### config.mk
export PLATFORM = sky130hd
export DESIGN_NAME = note_sequencer_flat
export DESIGN_NICKNAME = d
export VERILOG_FILES = /design/src/rtl/note_sequencer_if.sv /design/src/rtl/note_sequencer.sv /design/src/flat_wrapper.sv
export SDC_FILE = /design/constraint.sdc
export NUM_CORES = 1
export LEC_CHECK = 0
export CAP_MARGIN = 25
export CORE_ASPECT_RATIO = 1.5
export CORE_MARGIN = 4
export CORE_UTILIZATION = 40
export CTS_CLUSTER_DIAMETER = 150
export CTS_CLUSTER_SIZE = 8
export DETAILED_ROUTE_END_ITERATION = 7
export HOLD_SLACK_MARGIN = 0.1
export MAX_ROUTING_LAYER = met4
export PLACE_DENSITY = 0.66
export SETUP_SLACK_MARGIN = 0.05
export SLEW_MARGIN = 5
export SYNTH_ARGS = -nofsm -noshare
export SYNTH_HDL_FRONTEND = slang
export SYNTH_SLANG_ARGS = --single-unit
### constraint.sdc
create_clock -name clk_i -period 2.6 [get_ports clk_i]
set_input_delay 0.52 -clock clk_i [delete_from_list [all_inputs] [get_ports clk_i]]
set_output_delay 0.52 -clock clk_i [all_outputs]
set_load 0.02 [all_outputs]
### src/rtl/note_sequencer_if.sv
// Bus bundle for note_sequencer: table write port, start/stop control and
// the en/freq/done/busy outputs towards audio_sample and the host.
interface note_sequencer_if #(
    parameter int DEPTH = 16,
    parameter int DUR_W = 8
);
    localparam int AW = $clog2(DEPTH);

    logic             wr_en_i;
    logic [AW-1:0]    wr_addr_i;
    logic [15:0]      wr_freq_i;
    logic [DUR_W-1:0] wr_dur_i;
    logic             wr_last_i;
    logic             start_i;
    logic             stop_i;
    logic             busy_o;
    logic             en_o;
    logic [15:0]      freq_o;
    logic             done_o;

    // Host / controller side
    modport master (
        output wr_en_i, wr_addr_i, wr_freq_i, wr_dur_i, wr_last_i, start_i, stop_i,
        input  busy_o, en_o, freq_o, done_o
    );

    // Sequencer side
    modport slave (
        input  wr_en_i, wr_addr_i, wr_freq_i, wr_dur_i, wr_last_i, start_i, stop_i,
        output busy_o, en_o, freq_o, done_o
    );
endinterface

### src/rtl/note_sequencer.sv
// note_sequencer: plays a table of (freq, duration, last) entries as one
// en_o strobe per note, spaced max(dur,1)*TICK_DIV cycles apart, and closes
// the song with a silence strobe (freq 0).
// Optional feature macro: NOTE_SEQ_LOOP_EN adds loop_i (repeat song forever).
module note_sequencer #(
    parameter int DEPTH    = 16,
    parameter int TICK_DIV = 195312,
    parameter int DUR_W    = 8
) (
    input  logic clk_i,
    input  logic rstn_i,
`ifdef NOTE_SEQ_LOOP_EN
    input  logic loop_i,
`endif
    note_sequencer_if.slave bus
);
    localparam int AW = $clog2(DEPTH);
    localparam int TW = $clog2(TICK_DIV);
    localparam int WW = 16 + DUR_W + 1;
    // First tick segment is shortened by the FETCH and FIRE cycles so that
    // strobe-to-strobe spacing is exactly max(dur,1)*TICK_DIV.
    localparam logic [TW-1:0] TICK_FIRST  = TW'(TICK_DIV - 3);
    localparam logic [TW-1:0] TICK_RELOAD = TW'(TICK_DIV - 1);
    localparam logic [AW-1:0] PTR_LAST    = AW'(DEPTH - 1);

    typedef enum logic [1:0] {S_IDLE, S_FETCH, S_FIRE, S_HOLD} state_t;

    state_t           r_state, w_state_next;
    logic [AW-1:0]    r_ptr, w_ptr_next;
    logic [TW-1:0]    r_tick, w_tick_next;
    logic [DUR_W-1:0] r_dur, w_dur_next;
    logic             r_last, w_last_next;     // current note ends the song
    logic             r_ending, w_ending_next; // next FETCH slot is the end strobe
    logic             r_sil, w_sil_next;       // silence strobe cycle
    logic             r_done, w_done_next;
    logic [15:0]      r_freq, w_freq_next;     // held note code between strobes

    logic [WW-1:0]    r_mem [DEPTH];
    logic [WW-1:0]    r_rd_word;
    logic [15:0]      w_rd_freq;
    logic [DUR_W-1:0] w_rd_dur;
    logic             w_rd_last;
    logic             w_loop;

    assign {w_rd_freq, w_rd_dur, w_rd_last} = r_rd_word;

`ifdef NOTE_SEQ_LOOP_EN
    assign w_loop = loop_i;
`else
    assign w_loop = 1'b0;
`endif

    // Table write port; contents are deliberately not reset
    always_ff @(posedge clk_i) begin
        if (bus.wr_en_i)
            r_mem[bus.wr_addr_i] <= {bus.wr_freq_i, bus.wr_dur_i, bus.wr_last_i};
    end

    // Registered read: a same-cycle write returns the old word
    always_ff @(posedge clk_i) begin
        r_rd_word <= r_mem[r_ptr];
    end

    // State and counter registers
    always_ff @(posedge clk_i or negedge rstn_i) begin
        if (!rstn_i) begin
            r_state  <= S_IDLE;
            r_ptr    <= '0;
            r_tick   <= '0;
            r_dur    <= '0;
            r_last   <= 1'b0;
            r_ending <= 1'b0;
            r_sil    <= 1'b0;
            r_done   <= 1'b0;
            r_freq   <= '0;
        end else begin
            r_state  <= w_state_next;
            r_ptr    <= w_ptr_next;
            r_tick   <= w_tick_next;
            r_dur    <= w_dur_next;
            r_last   <= w_last_next;
            r_ending <= w_ending_next;
            r_sil    <= w_sil_next;
            r_done   <= w_done_next;
            r_freq   <= w_freq_next;
        end
    end

    // Next-state logic: stop in any active state forces a silence strobe
    always_comb begin
        w_state_next  = r_state;
        w_ptr_next    = r_ptr;
        w_tick_next   = r_tick;
        w_dur_next    = r_dur;
        w_last_next   = r_last;
        w_ending_next = r_ending;
        w_sil_next    = 1'b0;
        w_done_next   = 1'b0;
        w_freq_next   = r_freq;

        if (r_state != S_IDLE && bus.stop_i) begin
            w_state_next  = S_IDLE;
            w_sil_next    = 1'b1;
            w_freq_next   = '0;
            w_ending_next = 1'b0;
        end else begin
            case (r_state)
                S_IDLE: begin
                    // r_sil: still busy with the closing strobe, start ignored
                    if (bus.start_i && !bus.stop_i && !r_sil) begin
                        w_state_next  = S_FETCH;
                        w_ptr_next    = '0;
                        w_ending_next = 1'b0;
                    end
                end
                S_FETCH: begin
                    if (r_ending) begin
                        w_state_next  = S_IDLE;
                        w_sil_next    = 1'b1;
                        w_done_next   = 1'b1;
                        w_freq_next   = '0;
                        w_ending_next = 1'b0;
                    end else begin
                        w_state_next = S_FIRE;
                    end
                end
                S_FIRE: begin
                    w_state_next = S_HOLD;
                    w_freq_next  = w_rd_freq;
                    w_tick_next  = TICK_FIRST;
                    w_dur_next   = (w_rd_dur == '0) ? '0 : w_rd_dur - DUR_W'(1);
                    w_last_next  = w_rd_last || (r_ptr == PTR_LAST);
                end
                S_HOLD: begin
                    if (r_tick != '0) begin
                        w_tick_next = r_tick - TW'(1);
                    end else if (r_dur != '0) begin
                        w_dur_next  = r_dur - DUR_W'(1);
                        w_tick_next = TICK_RELOAD;
                    end else begin
                        // Expiry: the following FETCH slot keeps spacing exact
                        w_state_next = S_FETCH;
                        if (!r_last)
                            w_ptr_next = r_ptr + AW'(1);
                        else if (w_loop)
                            w_ptr_next = '0;
                        else
                            w_ending_next = 1'b1;
                    end
                end
                default: w_state_next = S_IDLE;
            endcase
        end
    end

    assign bus.en_o   = (r_state == S_FIRE) || r_sil;
    assign bus.freq_o = (r_state == S_FIRE) ? w_rd_freq : r_freq;
    assign bus.done_o = r_done;
    assign bus.busy_o = (r_state != S_IDLE) || r_sil;

endmodule

### src/flat_wrapper.sv
// flat-port wrapper written by rule: the top's interface ports become plain ports
module note_sequencer_flat 
#(
    parameter int DEPTH    = 16,
    parameter int TICK_DIV = 195312,
    parameter int DUR_W    = 8
)
  (clk_i, rstn_i, bus_wr_en_i, bus_wr_addr_i, bus_wr_freq_i, bus_wr_dur_i, bus_wr_last_i, bus_start_i, bus_stop_i, bus_busy_o, bus_en_o, bus_freq_o, bus_done_o);
  note_sequencer_if #(.DEPTH(DEPTH), .DUR_W(DUR_W)) bus_i ();
  input  logic clk_i;
  input  logic rstn_i;
  input wire logic [$bits(bus_i.wr_en_i)-1:0] bus_wr_en_i;
  input wire logic [$bits(bus_i.wr_addr_i)-1:0] bus_wr_addr_i;
  input wire logic [$bits(bus_i.wr_freq_i)-1:0] bus_wr_freq_i;
  input wire logic [$bits(bus_i.wr_dur_i)-1:0] bus_wr_dur_i;
  input wire logic [$bits(bus_i.wr_last_i)-1:0] bus_wr_last_i;
  input wire logic [$bits(bus_i.start_i)-1:0] bus_start_i;
  input wire logic [$bits(bus_i.stop_i)-1:0] bus_stop_i;
  output wire logic [$bits(bus_i.busy_o)-1:0] bus_busy_o;
  output wire logic [$bits(bus_i.en_o)-1:0] bus_en_o;
  output wire logic [$bits(bus_i.freq_o)-1:0] bus_freq_o;
  output wire logic [$bits(bus_i.done_o)-1:0] bus_done_o;
  assign bus_i.wr_en_i = bus_wr_en_i;
  assign bus_i.wr_addr_i = bus_wr_addr_i;
  assign bus_i.wr_freq_i = bus_wr_freq_i;
  assign bus_i.wr_dur_i = bus_wr_dur_i;
  assign bus_i.wr_last_i = bus_wr_last_i;
  assign bus_i.start_i = bus_start_i;
  assign bus_i.stop_i = bus_stop_i;
  assign bus_busy_o = bus_i.busy_o;
  assign bus_en_o = bus_i.en_o;
  assign bus_freq_o = bus_i.freq_o;
  assign bus_done_o = bus_i.done_o;
  note_sequencer #(.DEPTH(DEPTH), .TICK_DIV(TICK_DIV), .DUR_W(DUR_W)) u_core (.clk_i(clk_i), .rstn_i(rstn_i), .bus(bus_i));
endmodule
# Word-level counts from Yosys, hierarchy flattened
# Memory sizes are Yosys's and may differ from the RTL's. A register that Yosys moved wholly into a read port is not among the register bits.
# Cells that the tools add are included.
dict set report word_totals {
  mem_bits_rw 400
  ff_bits 52
  output_inout_bits 19
  word_cells 88
  input_bits 34
  memories 1
}
dict set report classes {
  addsub 4
  bitwise 1
  n_reduce_logical 24
  n_eq_ne 15
  muxes 34
}
# name depth word_bits read_ports rd_clocked_by_memory_dff write_ports line
set mem_list {}
lappend mem_list {u_core.r_mem 16 25 1 1 1 note_sequencer.sv:38} ;# logic [WW-1:0] r_mem [DEPTH];
# operator count
set op_table {}
lappend op_table {{two-way mux 16 bit} 3}
lappend op_table {{two-way mux 18 bit} 2}
lappend op_table {{one-hot mux 18 bit (2 select lines)} 1}
lappend op_table {{one-hot mux 16 bit (2 select lines)} 1}
lappend op_table {{two-way mux 8 bit} 3}
lappend op_table {{nonzero test 18 bit} 1}
lappend op_table {{subtractor 18 x 1 -> 18 bit, second input constant} 1}
lappend op_table {{two-way mux 4 bit} 4}
lappend op_table {{one-hot mux 8 bit (2 select lines)} 1}
lappend op_table {{subtractor 8 x 1 -> 8 bit, second input constant} 2}
lappend op_table {{inequality test 3 x 1 -> 1 bit, second input constant} 4}
lappend op_table {{two-way mux 1 bit} 11}
lappend op_table {{two-way mux 2 bit} 5}
lappend op_table {{zero test 8 bit} 1}
lappend op_table {{one-hot mux 2 bit (4 select lines)} 1}
lappend op_table {{one-hot mux 4 bit (2 select lines)} 1}
lappend op_table {{nonzero test 8 bit} 1}
lappend op_table {{inequality test 2 bit, second input constant} 3}
lappend op_table {{inequality test 3 x 2 -> 1 bit, second input constant} 2}
lappend op_table {{AND reduction 3 bit} 2}
lappend op_table {{AND reduction 6 bit} 1}
lappend op_table {{nonzero test 2 bit} 3}
lappend op_table {{AND reduction 5 bit} 1}
lappend op_table {{adder 4 x 1 -> 4 bit, second input constant} 1}
lappend op_table {{14 further kinds} 22}

# Depth between registers and ports, before layout
dict set report logic_depth {
  ltp_word 6
  ltp_mapped 9
  mapped_depth_nobuf 7
}

# Worst setup path after synthesis
# OpenSTA, ideal clock, no wires.
dict set report synth_timing {
  path_kind {input port to flip-flop}
  startpoint {input bus_wr_addr_i[2]}
  endpoint {memory u_core.r_mem[0][0] in the netlist's numbering, enable pin}
  setup_time_ns 0.439
  arrival_time_ns 2.769
  t_required_ns 2.161
  slack_ns -0.608
  path_buffers 0
  stages 2
  cell_sequence {or3b_2 > nor3_1}
}
# element line
set synth_rtl {}
lappend synth_rtl {{start: declaration} flat_wrapper.sv:13} ;# input wire logic [$bits(bus_i.wr_addr_i)-1:0] bus_wr_addr_i;
lappend synth_rtl {{end: declaration} note_sequencer.sv:38}
# Straight into the memory's write port.

# Worst setup path in the final report
dict set report layout_timing {
  startpoint {register u_core.r_state[1]}
  endpoint {output bus_en_o}
}
dict set report layout_via {
  elab_chain_len 2
}
# element line
set layout_rtl {}
lappend layout_rtl {{start: declaration} note_sequencer.sv:28} ;# state_t r_state, w_state_next;
lappend layout_rtl {{start signal: assignment} note_sequencer.sv:77} ;# r_state <= w_state_next;
lappend layout_rtl {{== test 2 bit} note_sequencer.sv:156} ;# assign bus.en_o = (r_state == S_FIRE) || r_sil;
lappend layout_rtl {{logical OR 1 bit} note_sequencer.sv:156}
lappend layout_rtl {{end: declaration} flat_wrapper.sv:20} ;# output wire logic [$bits(bus_i.en_o)-1:0] bus_en_o;
# Every way passes these cells.

==> qor.tcl <==
set qor(syn-num-nets) 1003
set qor(die-height_um) 274
set qor(syn2layout_area_growth_pct) 20.7
set qor(cp_max_fo) 5
set qor(synthCells) 959
set qor(cp.arrival_ns) 1.98
set qor(grt_pass1_vias) 10000
set qor(grt_first_pass_wirelength_um) 62000
set qor(drive_above_1_share_pct) 29.2
set qor(result_of_the_run) {finished, final reports clean}
set qor(final-setup-viol-count) 0
set qor(rsz_0062_raised_after_global_routing) {no}
set qor(avgViaCountPerCell) 5.51
set qor(postRouteAntennaNets) 0
set qor(yosys_register_bits) 477
set qor(worst_r2r_path_depth) 3
set qor(cts-buffers-inserted) 69
set qor(power.static_leakage_uw) 0.00726
set qor(floorplan.die_area_um2) 50700
set qor(critPathSlowestCell) {sky130_fd_sc_hd__dfrtp_2}
set qor(die-width_um) 185
set qor(r2r_start) {u_core.r_ptr[0]$_DFFE_PN0P_}
set qor(htreeDepth) 3
set qor(detail_route.wl_per_cell_um) 23.3
set qor(final_net_count) 1131
set qor(ys_warn_count) 0
set qor(gr_overflow_total) 0
set qor(worst_ir_drop_vdd_uv) 409
set qor(max_cap_viols) 0
set qor(worstSetupEndpointType) {output pin}
set qor(setup.worst_path.class) {flip-flop to output pin}
set qor(mappedNetlistArea_um2) 18900
set qor(grt_start_max_net_pins) 51
set qor(core-area_um2) 46700
set qor(io_port_bufs) 52
set qor(post-route-period-util_pct) 96.1
set qor(timing.critical_path.buf_inv) 2
set qor(synthArstFlopShare_pct) 10.9
set qor(synth_top_cell_area_share_pct) 63.7
set qor(finalMaxSlewViolations) 0
set qor(timing.final.crit_period_ns) 2.50
set qor(crit_family) {buffers and inverters}
set qor(floorplan.io_pins) 53
set qor(synth.distinct_cells) 59
set qor(route.vias.total) 9527
set qor(timing.critical_path.from_type) {flip-flop}
set qor(insertion_delay_ns) 0.57
set qor(power_uw) 18900
set qor(floorplan.initialDensity_pct) 40.3
set qor(place.gp.congestion) 0.825
set qor(synth_area_leader_cell) {sky130_fd_sc_hd__edfxtp_1}
set qor(postSynthAreaPerCell_um2) 19.7
set qor(r2r_slack_ns) 0.25
set qor(p_per_area_nw_per_um2) 832
set qor(synth.area.top_cells) {sky130_fd_sc_hd__edfxtp_1 (64%), sky130_fd_sc_hd__mux4_2 (15%), sky130_fd_sc_hd__dfrtp_1 (6.9%)}
set qor(tritoncts) {built}
set qor(max_stage_delay_ns) 0.44
set qor(path_cells) {ha_4 > buf_4 > or2_2 > dlygate4sd2_1}
set qor(synth_enable_flop_cells) 400
set qor(cts.sink_count) 477
set qor(postSynth.topFlopCell) {sky130_fd_sc_hd__edfxtp_1}
set qor(cts.reportedPaths.clkPinSlew_ns) 0.05
set qor(grt_usage_pct) 16.8
set qor(final_setup_skew_ns) 0.0217
set qor(tns_ns) 0
set qor(maxClockFrequency_ghz) 0.400
set qor(routed_wl_um) 40400
set qor(clock_root_buffer) {sky130_fd_sc_hd__clkbuf_16}
set qor(drtPass1Iterations) 5
set qor(detail_route.iter0.violations) 721
set qor(max-clock-path-buffers) 3
set qor(worst-slew-pin-transition_ns) 0.658
set qor(filler_cell_count) 3734
set qor(timing.final.hold_violations) 0
set qor(row_count) 97
set qor(drc_errors) 0
set qor(required_ns) 2.08
set qor(slew_headroom_pct) 56.1
set qor(ys_seq_area_share_pct) 73.3
set qor(hold_path_class) {input pin to asynchronous set/reset pin}
set qor(hpwlAfterDp_um) 22500
set qor(grt_antenna_before_repair) 2
set qor(regToRegEndpoint) {u_core.r_rd_word[14]$_DFF_P_}
[layout make-up]
type / instances / area (um^2) / area share (%)
Antenna cell: 2 / 5.00 / 0.0220
Clock buffer: 112 / 1930 / 8.49
Clock inverter: 6 / 48.8 / 0.214
Inverter: 12 / 45.0 / 0.198
Multi-Input combinational cell: 422 / 4920 / 21.6
Sequential cell: 477 / 13800 / 60.8
Tap cell: 594 / 743 / 3.27
Timing Repair Buffer: 105 / 1230 / 5.40
[layout by cell type, fill, tap and decap left out, drive strengths merged, types with 5 or more instances in the layout]
| master | n |
|---|---|
| ha | 10 |
| o21ai | 26 |
| edfxtp | 400 |
| nor3 | 13 |
| clkbuf | 112 |
| or4 | 10 |
| nor4 | 10 |
| inv | 17 |
| a31oi | 5 |
| o211ai | 5 |
| nand2 | 36 |
| a21oi | 27 |
| nand2b | 9 |
| nand3 | 31 |
| mux2 | 17 |
| dfxtp | 25 |
| nor2 | 31 |
| dfrtp | 52 |
| buf | 62 |
| nor4b | 5 |
| o31ai | 6 |
| clkdlybuf4s15 | 6 |
| mux4 | 125 |
| clkdlybuf4s50 | 33 |
[through the flow]
| step | instances | worst slack (ns) | util [%] | hold slack, ns | cell area [um^2] |
|---|---|---|---|---|---|
| floorplan | 959 | 0.0752 | - | 0.224 | 18900 |
| global placement | 1604 | 0.213 | 44.3 | 0.460 | 20700 |
| detailed placement | 1604 | 0.188 | 44.3 | 0.472 | 20700 |
| CTS | 1727 | 0.0459 | 48.8 | 0.479 | 22800 |
| global route | 1730 | 0.0473 | 48.7 | 0.492 | 22700 |
| finish | 1730 | 0.102 | 48.7 | 0.478 | 22700 |
[state kept, by name (all words and copies together), names as in the netlist, 2 cells and up]
register / count
u_core.r_mem: 400
u_core.r_rd_word: 25
u_core.r_tick: 18
u_core.r_freq: 16
u_core.r_dur: 8
u_core.r_ptr: 4
u_core.r_state: 2
[how the worst max path moves through the flow]
stage	from	endpoint	slack, ns	cells after the start
5_1_grt	u_core.r_state[0]$_DFFE_PN0P_	bus_freq_o[9]	0.05	5
3_3_place_gp	bus_stop_i	u_core.r_tick[15]$_DFFE_PN0P_	0.21	8
3_5_place_dp	bus_stop_i	u_core.r_tick[15]$_DFFE_PN0P_	0.19	8
2_1_floorplan	bus_wr_addr_i[2]	u_core.r_mem[1][0]$_DFFE_PP_	0.08	2
6_report	u_core.r_state[1]$_DFFE_PN0P_	bus_en_o	0.10	4
4_1_cts	u_core.r_state[0]$_DFFE_PN0P_	bus_freq_o[5]	0.05	5
[synthesized netlist by cell type (all sizes together), types with 4 or more instances]
master / instances
a21oi: 27
a22o: 4
a31oi: 5
and2: 4
buf: 23
clkbuf: 25
dfrtp: 52
dfxtp: 25
edfxtp: 400
ha: 10
inv: 12
mux2: 17
mux4: 125
nand2: 36
nand2b: 9
nand3: 31
nor2: 31
nor3: 13
nor4: 10
nor4b: 5
o211ai: 5
o21ai: 26
o22ai: 4
o31ai: 6
or2: 4
or4: 10
xnor2: 4
xor2: 4
[routing by layer]
layer  global-route usage [%]  vias up  share of wire (%)
li1                         -     4208                  -
met1                     21.1     5034                 40
met2                     28.4      246                 54
met3                     2.91       39                4.5
met4                     4.52        0                1.4
met5                        -        -                  0
[power breakdown]
| part | total [uW] | internal (uW) | switching, uW |
|---|---|---|---|
| Combinational | 1830 | 762 | 1070 |
| Clock | 8100 | 5040 | 3070 |
| Sequential | 8990 | 8670 | 322 |
[logic make-up after synthesis]
kind of cell	count (synthesis)	share of synthesized area, %
AND/OR/NAND/NOR	172	5.24
flip-flops	477	73.3
multiplexers	144	16.1
buffers and inverters	60	1.39
XOR/XNOR	8	0.372
AO/OA/AOI/OAI	88	3.00
adder cells (fa/ha/maj)	10	0.664
[timing repair]
| item | 4_1_cts | 5_1_grt |
|---|---|---|
| endpoints found under the setup margin | 18 | 16 |
| hold buffers | 1 | 0 |
| setup buffers | 2 | 1 |
| hold endpoints to repair | 21 | 0 |
| resized for setup | 56 | 10 |
| cloned | 2 | 0 |
Power figures use the tool's default switching activity.
